$ cat src/rtl/med_dispense_ctrl_pkg.sv
// Shared definitions for the medicine dispense path: channel count, index
// width, controller state encoding and the index-to-onehot helper that the
// schedule decoder also uses.
package med_dispense_ctrl_pkg;

  localparam int NUM_MED = 4;
  localparam int IDX_W   = 2;

  typedef enum logic [1:0] {
    IDLE     = 2'd0,
    DRIVE    = 2'd1,
    WAIT_ACK = 2'd2
  } state_t;

  function automatic logic [NUM_MED-1:0] onehot(input logic [IDX_W-1:0] idx);
    logic [NUM_MED-1:0] v;
    v      = '0;
    v[idx] = 1'b1;
    return v;
  endfunction

endpackage

$ cat src/rtl/med_dispense_ctrl_arbiter.sv
// Dose request capture and arbitration: rising-edge detection on the request
// strobes, a sticky pending register and a lowest-index-first grant.
// The consumer pulses grant_clr to retire the currently granted index; a
// fresh edge on that same index in the same cycle keeps it pending.
module med_req_arbiter
  import med_dispense_ctrl_pkg::*;
(
  input  logic               clk,
  input  logic               rst,
  input  logic [NUM_MED-1:0] med_req,
  input  logic               grant_clr,
  output logic [NUM_MED-1:0] pending,
  output logic               grant_valid,
  output logic [IDX_W-1:0]   grant_idx
);

  logic [NUM_MED-1:0] req_prev_reg;
  logic [NUM_MED-1:0] pending_reg;
  logic [NUM_MED-1:0] pending_next;
  logic [NUM_MED-1:0] req_rise;
  logic [NUM_MED-1:0] clr_mask;

  assign req_rise = med_req & ~req_prev_reg;

  // Per-channel pending update: clear for the retired grant, then OR in new edges so set wins.
  for (genvar gi = 0; gi < NUM_MED; gi++) begin : g_pend
    assign clr_mask[gi]     = grant_clr && (grant_idx == IDX_W'(gi));
    assign pending_next[gi] = (pending_reg[gi] & ~clr_mask[gi]) | req_rise[gi];
  end

  // Request history and pending state; both lost on reset.
  always_ff @(posedge clk or negedge rst) begin
    if (!rst) begin
      req_prev_reg <= '0;
      pending_reg  <= '0;
    end else begin
      req_prev_reg <= med_req;
      pending_reg  <= pending_next;
    end
  end

  // Lowest set index wins; scanning downward leaves the smallest index last.
  always_comb begin
    grant_idx = '0;
    for (int i = NUM_MED - 1; i >= 0; i--) begin
      if (pending_reg[i]) begin
        grant_idx = IDX_W'(i);
      end
    end
  end

  assign grant_valid = |pending_reg;
  assign pending     = pending_reg;

endmodule

$ cat src/rtl/med_dispense_ctrl.sv
// Medicine dispense controller: serves queued dose requests one at a time,
// drives the motor for the selected medicine, waits for the mechanism's done
// pulse, then raises a patient alert until acknowledged or timed out.
// Reports missed doses (saturating count) and sticky motor-timeout faults.
// Optional build macro MED_DISPENSE_RETRY_EN: the first motor timeout of a
// request drops the motor for one cycle and re-drives; only a second timeout
// raises the fault.
module med_dispense_ctrl
  import med_dispense_ctrl_pkg::*;
#(
  parameter int MOTOR_TO = 16,
  parameter int ACK_TO   = 64,
  parameter int CNT_W    = 8
) (
  input  logic               clk,
  input  logic               rst,
  input  logic [NUM_MED-1:0] med_req,
  input  logic               motor_done,
  input  logic               ack_btn,
  input  logic               fault_clr,
  output logic [NUM_MED-1:0] motor_en,
  output logic               alert,
  output logic               busy,
  output logic [IDX_W-1:0]   cur_med,
  output logic [NUM_MED-1:0] pending,
  output logic [CNT_W-1:0]   missed_cnt,
  output logic               fault,
  output logic [IDX_W-1:0]   fault_med
);

`ifdef MED_DISPENSE_RETRY_EN
  localparam bit RETRY_EN = 1'b1;
`else
  localparam bit RETRY_EN = 1'b0;
`endif

  localparam int TMR_W = $clog2((ACK_TO > MOTOR_TO) ? ACK_TO : MOTOR_TO);
  localparam logic [TMR_W-1:0] MOTOR_LAST = TMR_W'(MOTOR_TO - 1);
  localparam logic [TMR_W-1:0] ACK_LAST   = TMR_W'(ACK_TO - 1);

  state_t             state_reg, state_next;
  logic [TMR_W-1:0]   timer_reg, timer_next;
  logic [IDX_W-1:0]   cur_med_reg, cur_med_next;
  logic               fault_reg, fault_next;
  logic [IDX_W-1:0]   fault_med_reg, fault_med_next;
  logic [CNT_W-1:0]   missed_reg, missed_next;
  logic               retry_reg, retry_next;
  logic               gap_reg, gap_next;
  logic               grant_clr;
  logic               grant_valid;
  logic [IDX_W-1:0]   grant_idx;
  logic               fault_set;

  med_req_arbiter u_arb (
    .clk         (clk),
    .rst         (rst),
    .med_req     (med_req),
    .grant_clr   (grant_clr),
    .pending     (pending),
    .grant_valid (grant_valid),
    .grant_idx   (grant_idx)
  );

  // Controller state register; reset aborts any service in progress.
  always_ff @(posedge clk or negedge rst) begin
    if (!rst) begin
      state_reg     <= IDLE;
      timer_reg     <= '0;
      cur_med_reg   <= '0;
      fault_reg     <= 1'b0;
      fault_med_reg <= '0;
      missed_reg    <= '0;
      retry_reg     <= 1'b0;
      gap_reg       <= 1'b0;
    end else begin
      state_reg     <= state_next;
      timer_reg     <= timer_next;
      cur_med_reg   <= cur_med_next;
      fault_reg     <= fault_next;
      fault_med_reg <= fault_med_next;
      missed_reg    <= missed_next;
      retry_reg     <= retry_next;
      gap_reg       <= gap_next;
    end
  end

  // Next-state logic: dispatch, motor supervision, alert supervision, fault flag.
  always_comb begin
    state_next     = state_reg;
    timer_next     = timer_reg;
    cur_med_next   = cur_med_reg;
    fault_med_next = fault_med_reg;
    missed_next    = missed_reg;
    retry_next     = retry_reg;
    gap_next       = gap_reg;
    grant_clr      = 1'b0;
    fault_set      = 1'b0;

    case (state_reg)
      IDLE: begin
        if (grant_valid) begin
          state_next   = DRIVE;
          cur_med_next = grant_idx;
          grant_clr    = 1'b1;
          timer_next   = '0;
          retry_next   = 1'b0;
          gap_next     = 1'b0;
        end
      end

      DRIVE: begin
        if (motor_done) begin
          // Completion beats a coincident timeout.
          state_next = WAIT_ACK;
          timer_next = '0;
          retry_next = 1'b0;
          gap_next   = 1'b0;
        end else if (gap_reg) begin
          // One idle cycle between the failed attempt and the re-drive.
          gap_next = 1'b0;
        end else if (timer_reg == MOTOR_LAST) begin
          timer_next = '0;
          if (RETRY_EN && !retry_reg) begin
            retry_next = 1'b1;
            gap_next   = 1'b1;
          end else begin
            fault_set      = 1'b1;
            fault_med_next = cur_med_reg;
            state_next     = IDLE;
            retry_next     = 1'b0;
          end
        end else begin
          timer_next = timer_reg + 1'b1;
        end
      end

      WAIT_ACK: begin
        if (ack_btn) begin
          state_next = IDLE;
        end else if (timer_reg == ACK_LAST) begin
          if (missed_reg != {CNT_W{1'b1}}) begin
            missed_next = missed_reg + 1'b1;
          end
          state_next = IDLE;
        end else begin
          timer_next = timer_reg + 1'b1;
        end
      end

      default: begin
        state_next = IDLE;
      end
    endcase

    // A new fault outranks a coincident clear.
    if (fault_set) begin
      fault_next = 1'b1;
    end else if (fault_clr) begin
      fault_next = 1'b0;
    end else begin
      fault_next = fault_reg;
    end
  end

  // Outputs decoded from registered state so reset drops them immediately.
  always_comb begin
    motor_en = '0;
    if (state_reg == DRIVE && !gap_reg) begin
      motor_en = onehot(cur_med_reg);
    end
  end

  assign alert      = (state_reg == WAIT_ACK);
  assign busy       = (state_reg != IDLE);
  assign cur_med    = cur_med_reg;
  assign missed_cnt = missed_reg;
  assign fault      = fault_reg;
  assign fault_med  = fault_med_reg;

endmodule

$ cat config.mk
export PLATFORM = sky130hd
export DESIGN_NAME = med_dispense_ctrl
export DESIGN_NICKNAME = d
export VERILOG_FILES = /design/src/rtl/med_dispense_ctrl_pkg.sv /design/src/rtl/med_dispense_ctrl_arbiter.sv /design/src/rtl/med_dispense_ctrl.sv
export SDC_FILE = /design/constraint.sdc
export NUM_CORES = 1
export LEC_CHECK = 0
export CAP_MARGIN = 20
export CORE_AREA = 4 4 57 64
export DETAILED_ROUTE_END_ITERATION = 7
export DIE_AREA = 0 0 61 68
export GPL_TIMING_DRIVEN = 0
export PLACE_DENSITY = 0.78
export SLEW_MARGIN = 20
export SYNTH_ARGS = -nofsm -noshare
export SYNTH_HDL_FRONTEND = slang
export SYNTH_SLANG_ARGS = --single-unit
$ cat constraint.sdc
create_clock -name clk -period 2.2 [get_ports clk]
set_input_delay 0.66 -clock clk [delete_from_list [all_inputs] [get_ports clk]]
set_output_delay 0.66 -clock clk [all_outputs]
set_load 0.02 [all_outputs]
==> results of run 1 <==
[power by group through the flow]
| stage | Clock, W | Sequential (W) | Combinational, W |
|---|---|---|---|
| finish | 0.000376 | 0.000711 | 0.000815 |
| global route | 0.000415 | 0.000727 | 0.000902 |
| CTS | 0.000387 | 0.000717 | 0.000771 |
| detailed placement | 0 | 0.000728 | 0.000783 |
| global placement | 0 | 0.000716 | 0.000757 |
| floorplan | 0 | 0.000763 | 0.000436 |
[final timing paths]
kind | slack, ns | endpoint | from
max | 0.05 | alert | state_reg[0]
max reg2reg | 0.15 | timer_reg[5] | state_reg[0]
min in group clk | 0.43 | u_arb.pending[1] | u_arb.req_prev_reg[1]
max in group asynchronous | 1.45 | cur_med[1] | rst
min reg2reg | 0.43 | u_arb.pending[1] | u_arb.req_prev_reg[1]
min | 0.33 | timer_reg[0] | rst
[Yosys cell counts, types with 4 or more instances]
library cell	n
a21oi_1	4
and3_1	4
dfrtp_1	29
ha_1	6
inv_1	11
nand2_1	6
nand3_1	5
nand4_1	5
nor2_1	10
o21ai_0	8
xor2_1	6
[routing by layer]
layer / wire (µm) / track usage [%] / share of wire, % / up-vias
met1: 1320 / 20.6 / 42 / 563
met3: 127 / 5.66 / 4.0 / 5
met2: 1650 / 28.7 / 52 / 24
met5: 0 / 0 / 0 / -
li1: - / - / - / 578
met4: 59 / 9.76 / 1.9 / 0
[through the flow]
stage               cells  hold WS, ns  worst slack, ns
finish                212        0.328           0.0473
global route          212        0.371         -0.00739
CTS                   209        0.337           0.0176
detailed placement    201        0.420           -0.194
global placement      201        0.402           -0.162
floorplan             136        0.364            0.255
[cells by family (layout without fill, tap and decap cells)]
group | count (synthesis) | in the layout | synth area share (%)
simple gates | 50 | 50 | 19.2
flops | 29 | 29 | 50.3
compound gates | 28 | 28 | 14.5
buf+inv | 11 | 53 | 2.86
xor+xnor | 7 | 7 | 4.25
fa+ha+maj | 6 | 6 | 5.20
mux | 5 | 5 | 3.73
[layout make-up]
cell class              instances  share of cell area, %
multi-input cells              96                   36.7
well taps                      34                   2.25
flip-flops and latches         29                   38.3
repair buffers                 34                   16.9
clock buffers                   7                   3.44
inverters                      11                   2.18
clock inverters                 1                  0.264
[repair_timing]
action	CTS	global route
pin swaps	0	0
endpoints found under the setup margin	6	8
gates resized for setup	22	5
buffers inserted	0	3
[worst reg2reg max path, cell delays in order, from the launching register on]
cell and delay, ns:
dfrtp_1 0.41, inv_1 0.13, ha_2 0.24, or3b_4 0.41, o31a_4 0.33, and2_4 0.19
a32o_1 0.24
==> out/qor.yml, run 1 <==
power_and_ir_drop:
  power_frac_clock_pct: 19.8
  internal-power_w: 0.00119
  finalPower_w: 0.00190
  switching_power_w: 0.000715
  netSwitchingFraction_pct: 37.6
  leakage_nw: 0.914
  ir_worst_vdd_mv: 0.584
  power_density_nw_per_um2: 1000
  p_seq_share_pct: 37.4
  power_frac_comb_pct: 42.9
status:
  status: "complete, no violations"
synth:
  synth_nets: 151
  synthCells: 136
  synthFlopType: "dfrtp_1"
  synth_edf_count: 0
  synthTopCellsByArea: "dfrtp_1 50%, ha_1 5.2%, xor2_1 3.6%, inv_1 2.9%, o21ai_0 2.8%"
  yosys_warnings: 0
  synth_largest_area_cell: "dfrtp_1"
  syn_area_um2: 1440
  synth_top_area_share_pct: 50.3
  ys_types: 38
  synth.avg_cell_area_um2: 10.6
  ys_ff_latch: 29
  synthArstFlopShare_pct: 100
  yosysSeqAreaShare_pct: 50.3
finish:
  final_cell_mix: "29 x dfrtp_1, 22 x clkdlybuf4s50_1, 10 x inv_1, 10 x nor2_1, 8 x o21ai_0"
  largest_reg_flops: 8
  final_common_cell: "dfrtp_1"
  fin_util_pct: 63.2
  n_antenna_cell: 0
  synthToLayoutAreaGrowth_pct: 31.1
  fin_area_um2: 1890
  seqCellArea_um2: 726
  fin_nets: 192
  fill_cells: 259
  multiInputGateArea_um2: 694
  drive_above_1_share_pct: 16.3
global_route:
  antenna_found_initial: 0
  grt_overflow_total: 0
  grt_use_total_pct: 17.8
  grt_max_degree: 30
  grt_pass1_wl_um: 5310
  grt_pass1_vias: 1168
clock_tree:
  holdBufCountCts: 0
  numCtsBuffers: 5
  clkTransAtPathRegs_ns: 0.10
  cts_tree: "done"
  cts_max_path_buffers: 2
  cts_root_buf: "clkbuf_4"
  cts.sinks: 29
  worst_skew_pair.late_latency_ns: 0.34
  htreeDepth: 2
sta:
  fin_crit_ns: 2.15
  setup_viol: 0
  fmax_mhz: 465
  period_share_pct: 97.9
  slew_headroom_pct: 58.2
  skew_ns: 0.0139
  hold_violations: 0
  tns_ns: 0
  drv_slew: 0
  worst_pin_slew_ns: 0.628
detailed_routing:
  vias: 1170
  drt_iter0_drc: 35
  drt-total-wl_um: 3150
  ant_nets: 0
  wl_per_cell_um: 14.9
  drc_errors: 0
  viasPerCell: 5.52
  drtPass1Iterations: 4
placed_design:
  dp_hpwl_um: 2330
  gp_congestion: 0.727
  io_buffer_count: 31
  placed_cell_area_um2: 1790
min_path:
  hold_class: "input port to async pin"
die:
  rows: 21
  die_y_um: 68
  start_util_pct: 48.2
  coreArea_um2: 3000
  die_w_um: 61
  boundaryPins: 32
  die_area_um2: 4150
critical_path:
  critPathTopFamily: "buffers and inverters"
  crit_required_ns: 1.54
  worstPathMaxFanout: 8
  path_class: "flip-flop to output pin"
  start_kind: "flip-flop"
  critPathBufInv: 2
  crit_cells: 3
  crit_chain: "inv_1, ha_2, dlygate4sd2_1"
  worstRegToRegCells: 6
  critPathSlowestCell: "dfrtp_1"
  end_kind: "output pin"
  critical_path_arrival_ns: 1.49
  critPathMaxStageDelay_ns: 0.41
job:
  drv_cap: 0
(Power assumes the default switching activity.)
==> run 2, diff against run 1 <==
--- a/config.mk
+++ b/config.mk
@@ -11,6 +11,8 @@
 export DIE_AREA = 0 0 61 68
 export GPL_TIMING_DRIVEN = 0
 export PLACE_DENSITY = 0.78
+export RECOVER_POWER = 100
+export SETUP_SLACK_MARGIN = 0.5
 export SLEW_MARGIN = 20
 export SYNTH_ARGS = -nofsm -noshare
 export SYNTH_HDL_FRONTEND = slang
==> out/qor.yml, run 2 (same netlist as run 1, synthesis figures left out) <==
critical_path:
  critPathSlowestCell: "dfrtp_1"
  end_kind: "output pin"
  crit_required_ns: 1.54  # about the same
  worstPathMaxFanout: 5  # -3
  path_class: "flip-flop to output pin"
  crit_chain: "inv_2, ha_4, nor3b_4, clkbuf_2"
  start_kind: "flip-flop"
  critical_path_arrival_ns: 1.41  # -0.08 ns
  critPathMaxStageDelay_ns: 0.43  # +0.02 ns
global_route:
  grt_max_degree: 30  # unchanged
  grt_overflow_total: 0  # unchanged
  antenna_found_initial: 0  # unchanged
  grt_pass1_vias: 1536  # +32%
  grt_pass1_wl_um: 7280  # +37%
  grt_use_total_pct: 24.6  # +6.8 points
sta:
  fmax_mhz: 483  # +3.9%
  hold_ws_ns: 0.427  # +0.0997 ns
  skew_ns: 0.0122  # -0.00165 ns
  setup_viol: 0  # unchanged
  fin_crit_ns: 2.07  # -0.0806 ns
  drv_slew: 30  # +30
  hold_violations: 0  # unchanged
  slew_headroom_pct: -4.85  # -63 points
  worst_pin_slew_ns: 1.57  # +0.945 ns
  period_share_pct: 94.2  # -3.7 points
  rsz0062_at_grt: "yes"
finish:
  final_cell_mix: "32 x buf_4, 28 x dfrtp_1, 19 x clkbuf_1"
  drive_above_1_share_pct: 40.2  # +24 points
  fin_nets: 228  # +19%
  largest_reg_flops: 8  # unchanged
  n_antenna_cell: 0  # unchanged
  final_cells: 248  # +17%
  fin_util_pct: 76.3  # +13 points
  final_common_cell: "buf_4"
  fin_area_um2: 2280  # +21%
  synthToLayoutAreaGrowth_pct: 58.2
power_and_ir_drop:
  switching_power_w: 0.000941  # +32%
  internal-power_w: 0.00158  # +33%
  netSwitchingFraction_pct: 37.4  # -0.19 points
  p_seq_share_pct: 28.1  # -9.3 points
  power_density_nw_per_um2: 1100  # +9.7%
  ir_worst_vdd_mv: 0.967  # +66%
  leakage_nw: 1.08  # +18%
  power_frac_comb_pct: 49.5  # +6.6 points
  power_frac_clock_pct: 22.4  # +2.6 points
clock_tree:
  worst_skew_pair.late_latency_ns: 0.34  # about the same
  cts.sinks: 29  # unchanged
  cts_root_buf: "clkbuf_4"
  htreeDepth: 2  # unchanged
  cts_max_path_buffers: 2  # unchanged
  clkTransAtPathRegs_ns: 0.11  # about the same
  numCtsBuffers: 5  # unchanged
  cts_tree: "done"
placed_design:
  dp_hpwl_um: 2250  # -3.7%
  dp_cells: 201  # unchanged
  gp_congestion: 0.813  # +12%
  io_buffer_count: 31  # unchanged
  placed_cell_area_um2: 1810  # +1.3%
status:
  status: "finished with violations"
  violations: "max-capacitance violations, max-slew violations"
die:
  start_util_pct: 48.2  # unchanged
  boundaryPins: 32  # unchanged
  coreArea_um2: 3000  # unchanged
  die_w_um: 61  # unchanged
  die_area_um2: 4150  # unchanged
  die_y_um: 68  # unchanged
  rows: 21  # unchanged
detailed_routing:
  drc_errors: 0  # unchanged
  ant_nets: 0  # unchanged
  drt-total-wl_um: 4700  # +49%
  vias: 1473  # +26%
  drt_iter0_drc: 56  # +60%
  wl_per_cell_um: 19.0  # +28%
  viasPerCell: 5.94  # +7.6%
  drtPass1Iterations: 4  # unchanged
job:
  drv_cap: 1  # +1
min_path:
  hold_class: "flip-flop to flip-flop"
run 2: path summary, 6_finish.rpt:
check / startpoint / endpoint / slack, ns / cells after the start
setup / recovery: state_reg[1] / motor_en[0] / 0.13 / 4
hold / removal: u_arb.req_prev_reg[2] / u_arb.pending[2] / 0.43 / 1
setup reg to reg: state_reg[1] / timer_reg[5] / 0.15 / 7
hold reg to reg: u_arb.req_prev_reg[2] / u_arb.pending[2] / 0.43 / 1
max in group asynchronous: rst / u_arb.pending[2] / 0.49 / 1
min in group asynchronous: rst / timer_reg[1] / 0.69 / 1
run 2: metrics by stage:
stage                     setup TNS (ns)  power [W]  setup slack [ns]
after floorplan                        0    0.00123             0.349
after global placement            -0.269    0.00150            -0.155
after detailed placement          -0.524    0.00154            -0.178
after CTS                              0    0.00237             0.209
after global routing                   0    0.00264            0.0879
final                                  0    0.00252             0.128
run 2: routing by layer:
| metal | wire length (µm) | GRT usage (%) |
|---|---|---|
| met1 | 1760 | 27.3 |
| met2 | 2470 | 42.4 |
| met3 | 309 | 6.23 |
| met4 | 155 | 13.6 |
| met5 | 0 | 0 |
run 2: critical path: cells and delay by family, from the launching register on:
kind          cells  cell delay (ns)
fa+ha+maj         1             0.16
buf+inv           2             0.31
flops             1             0.43
simple gates      1             0.16
run 2: power groups by stage:
| stage | logic (W) | registers (W) | clock network [W] |
|---|---|---|---|
| after floorplan | 0.000454 | 0.000774 | 0 |
| after global placement | 0.000776 | 0.000728 | 0 |
| after detailed placement | 0.000798 | 0.000737 | 0 |
| after CTS | 0.00111 | 0.000705 | 0.000556 |
| after global routing | 0.00132 | 0.000725 | 0.000591 |
| final | 0.00125 | 0.000708 | 0.000564 |
run 2: final cells by class:
class / count / area (µm²)
sequential: 29 / 727
fill: 210 / 711
timing repair buffer: 70 / 493
tap: 34 / 42.5
clock buffer: 5 / 37.5
clock inverter: 3 / 65.1
inverter: 11 / 43.8
multi-input combinational: 96 / 876
run 2: repair_timing:
item	in CTS	in global routing
setup buffers	30	9
hold buffers	0	0
pin swaps	10	5
endpoints found under the setup margin	40	39
resized for setup	118	30
==> run 3, diff against run 2 <==
--- a/config.mk
+++ b/config.mk
@@ -6,11 +6,11 @@
 export NUM_CORES = 1
 export LEC_CHECK = 0
 export CAP_MARGIN = 20
-export CORE_AREA = 4 4 57 64
+export CORE_AREA = 2 2 61 69
 export DETAILED_ROUTE_END_ITERATION = 7
-export DIE_AREA = 0 0 61 68
+export DIE_AREA = 0 0 63 71
 export GPL_TIMING_DRIVEN = 0
-export PLACE_DENSITY = 0.78
+export PLACE_DENSITY = 0.65
 export RECOVER_POWER = 100
 export SETUP_SLACK_MARGIN = 0.5
 export SLEW_MARGIN = 20
==> out/qor.yml, run 3 (same netlist as run 1, synthesis figures left out) <==
critical_path:
  critPathMaxStageDelay_ns: 0.41  # -0.02 ns
  start_kind: "flip-flop"
  critPathSlowestCell: "dfrtp_1"
  crit_required_ns: 1.54  # about the same
  crit_chain: "inv_2, ha_4, nor3b_4, clkbuf_1"
  worstPathMaxFanout: 5  # unchanged
  critical_path_arrival_ns: 1.35  # -0.06 ns
  path_class: "flip-flop to output pin"
  end_kind: "output pin"
power_and_ir_drop:
  finalPower_w: 0.00229  # -9.0%
  leakage_nw: 1.04  # -3.8%
  power_density_nw_per_um2: 1020  # -7.5%
  ir_worst_vdd_mv: 0.494  # -49%
die:
  die_y_um: 71  # +4.4%
  boundaryPins: 32  # unchanged
  die_w_um: 63  # +3.3%
  start_util_pct: 37.9  # -10 points
  die_area_um2: 4470  # +7.8%
  coreArea_um2: 3810  # +27%
  rows: 24  # +14%
finish:
  seqCellArea_um2: 728  # +0.17%
  fin_nets: 216  # -5.3%
  final_cell_mix: "27 x dfrtp_1, 19 x buf_4, 12 x clkbuf_1"
  n_antenna_cell: 0  # unchanged
  synthToLayoutAreaGrowth_pct: 55.6
  fin_util_pct: 58.9  # -17 points
  final_common_cell: "dfrtp_1"
  fin_area_um2: 2250  # -1.6%
  largest_reg_flops: 8  # unchanged
  multiInputGateArea_um2: 861  # -1.7%
  drive_above_1_share_pct: 34.7  # -5.5 points
  fill_cells: 329  # +57%
sta:
  hold_ws_ns: 0.399  # -0.0289 ns
  rsz0062_at_grt: "yes"
  hold_violations: 0  # unchanged
  fin_crit_ns: 2.01  # -0.0606 ns
  drv_slew: 0  # -100%
  period_share_pct: 91.4  # -2.8 points
  skew_ns: 0.00203  # -0.0102 ns
  setup_viol: 0  # unchanged
  fmax_mhz: 497  # +3.0%
  worst_pin_slew_ns: 0.645  # -0.928 ns
  slew_headroom_pct: 57.0  # +62 points
clock_tree:
  cts_tree: "done"
  holdBufCountCts: 0  # unchanged
  numCtsBuffers: 5  # unchanged
  cts_max_path_buffers: 2  # unchanged
  worst_skew_pair.late_latency_ns: 0.27  # -0.07 ns
  clkTransAtPathRegs_ns: 0.07  # -0.04 ns
  cts_root_buf: "clkbuf_8"
  htreeDepth: 2  # unchanged
  cts.sinks: 29  # unchanged
global_route:
  grt_pass1_vias: 1330  # -13%
  antenna_found_initial: 0  # unchanged
  grt_overflow_total: 0  # unchanged
  grt_max_degree: 30  # unchanged
  grt_use_total_pct: 16.9  # -7.7 points
  grt_pass1_wl_um: 6060  # -17%
job:
  drv_cap: 0  # -1
detailed_routing:
  viasPerCell: 5.16  # -13%
  drt_iter0_drc: 89  # +59%
  wl_per_cell_um: 15.2  # -20%
  ant_nets: 0  # unchanged
  vias: 1310  # -11%
  drtPass1Iterations: 5  # +1
  drc_errors: 0  # unchanged
  drt-total-wl_um: 3860  # -18%
placed_design:
  gp_congestion: 0.761  # -6.3%
  placed_cell_area_um2: 1840  # +1.2%
  io_buffer_count: 31  # unchanged
  dp_hpwl_um: 2160  # -4.0%
status:
  status: "complete, no violations"
min_path:
  hold_class: "input port to async pin"
[run 3: changes by cell type in the layout (fill, tap and decap cells not counted), sizes merged]
cell and change:
buf -14, bufinv -2, clkbuf -8, clkdlybuf4s15 +4, clkdlybuf4s25 +3, clkinv +1, clkinvlp +1, dlygate4sd2 +3
[run 3: path summary, 6_finish.rpt]
check	startpoint	endpoint	slack [ns]	cells past startpoint
max in group asynchronous	rst	missed_cnt[0]	1.33	1
max reg2reg	state_reg[0]	timer_reg[5]	0.19	6
min	rst	fault	0.40	1
min in group clk	u_arb.req_prev_reg[1]	u_arb.pending[1]	0.43	1
max	state_reg[1]	motor_en[0]	0.19	4
min reg2reg	u_arb.req_prev_reg[1]	u_arb.pending[1]	0.43	1
[run 3: final cells by class]
type	instances	share of cell area (%)
multi-input cells	96	38.3
flip-flops and latches	29	32.4
repair buffers	58	20.6
clock buffers	5	3.06
well taps	52	2.90
inverters	11	1.95
clock inverters	3	0.780
[run 3: critical path, delay by kind of cell (launching register included)]
family / cells / cell delay [ns]
adders and majority gates: 1 / 0.15
and+or+nand+nor: 1 / 0.16
DFF: 1 / 0.41
buffers and inverters: 2 / 0.35
[run 3: layer usage]
metal / up-vias / GRT usage, % / routed length [µm]
li1: 624 / - / -
met5: - / 0 / 0
met3: 11 / 3.18 / 191
met4: 0 / 7.16 / 74
met1: 633 / 18.9 / 1470
met2: 42 / 31.3 / 2130
[run 3: through the flow]
stage               setup slack [ns]  std cells  setup TNS (ns)
finish                         0.189        254               0
global route                  0.0976        254               0
CTS                            0.261        247               0
detailed placement            -0.251        219          -0.714
global placement              -0.203        219           -1.40
floorplan                      0.349        136               0
[run 3: power by group]
| part | switching (W) | internal, W | total (W) |
|---|---|---|---|
| Clock | 0.000208 | 0.000218 | 0.000425 |
| Combinational | 0.000545 | 0.000595 | 0.00114 |
| Sequential | 0.000114 | 0.000611 | 0.000725 |
[run 3: what timing repair did]
| action | 4_1_cts | 5_1_grt |
|---|---|---|
| buffers inserted | 20 | 7 |
| resized for setup | 96 | 35 |
| endpoints found under the setup margin | 41 | 36 |
| pin swaps | 9 | 16 |
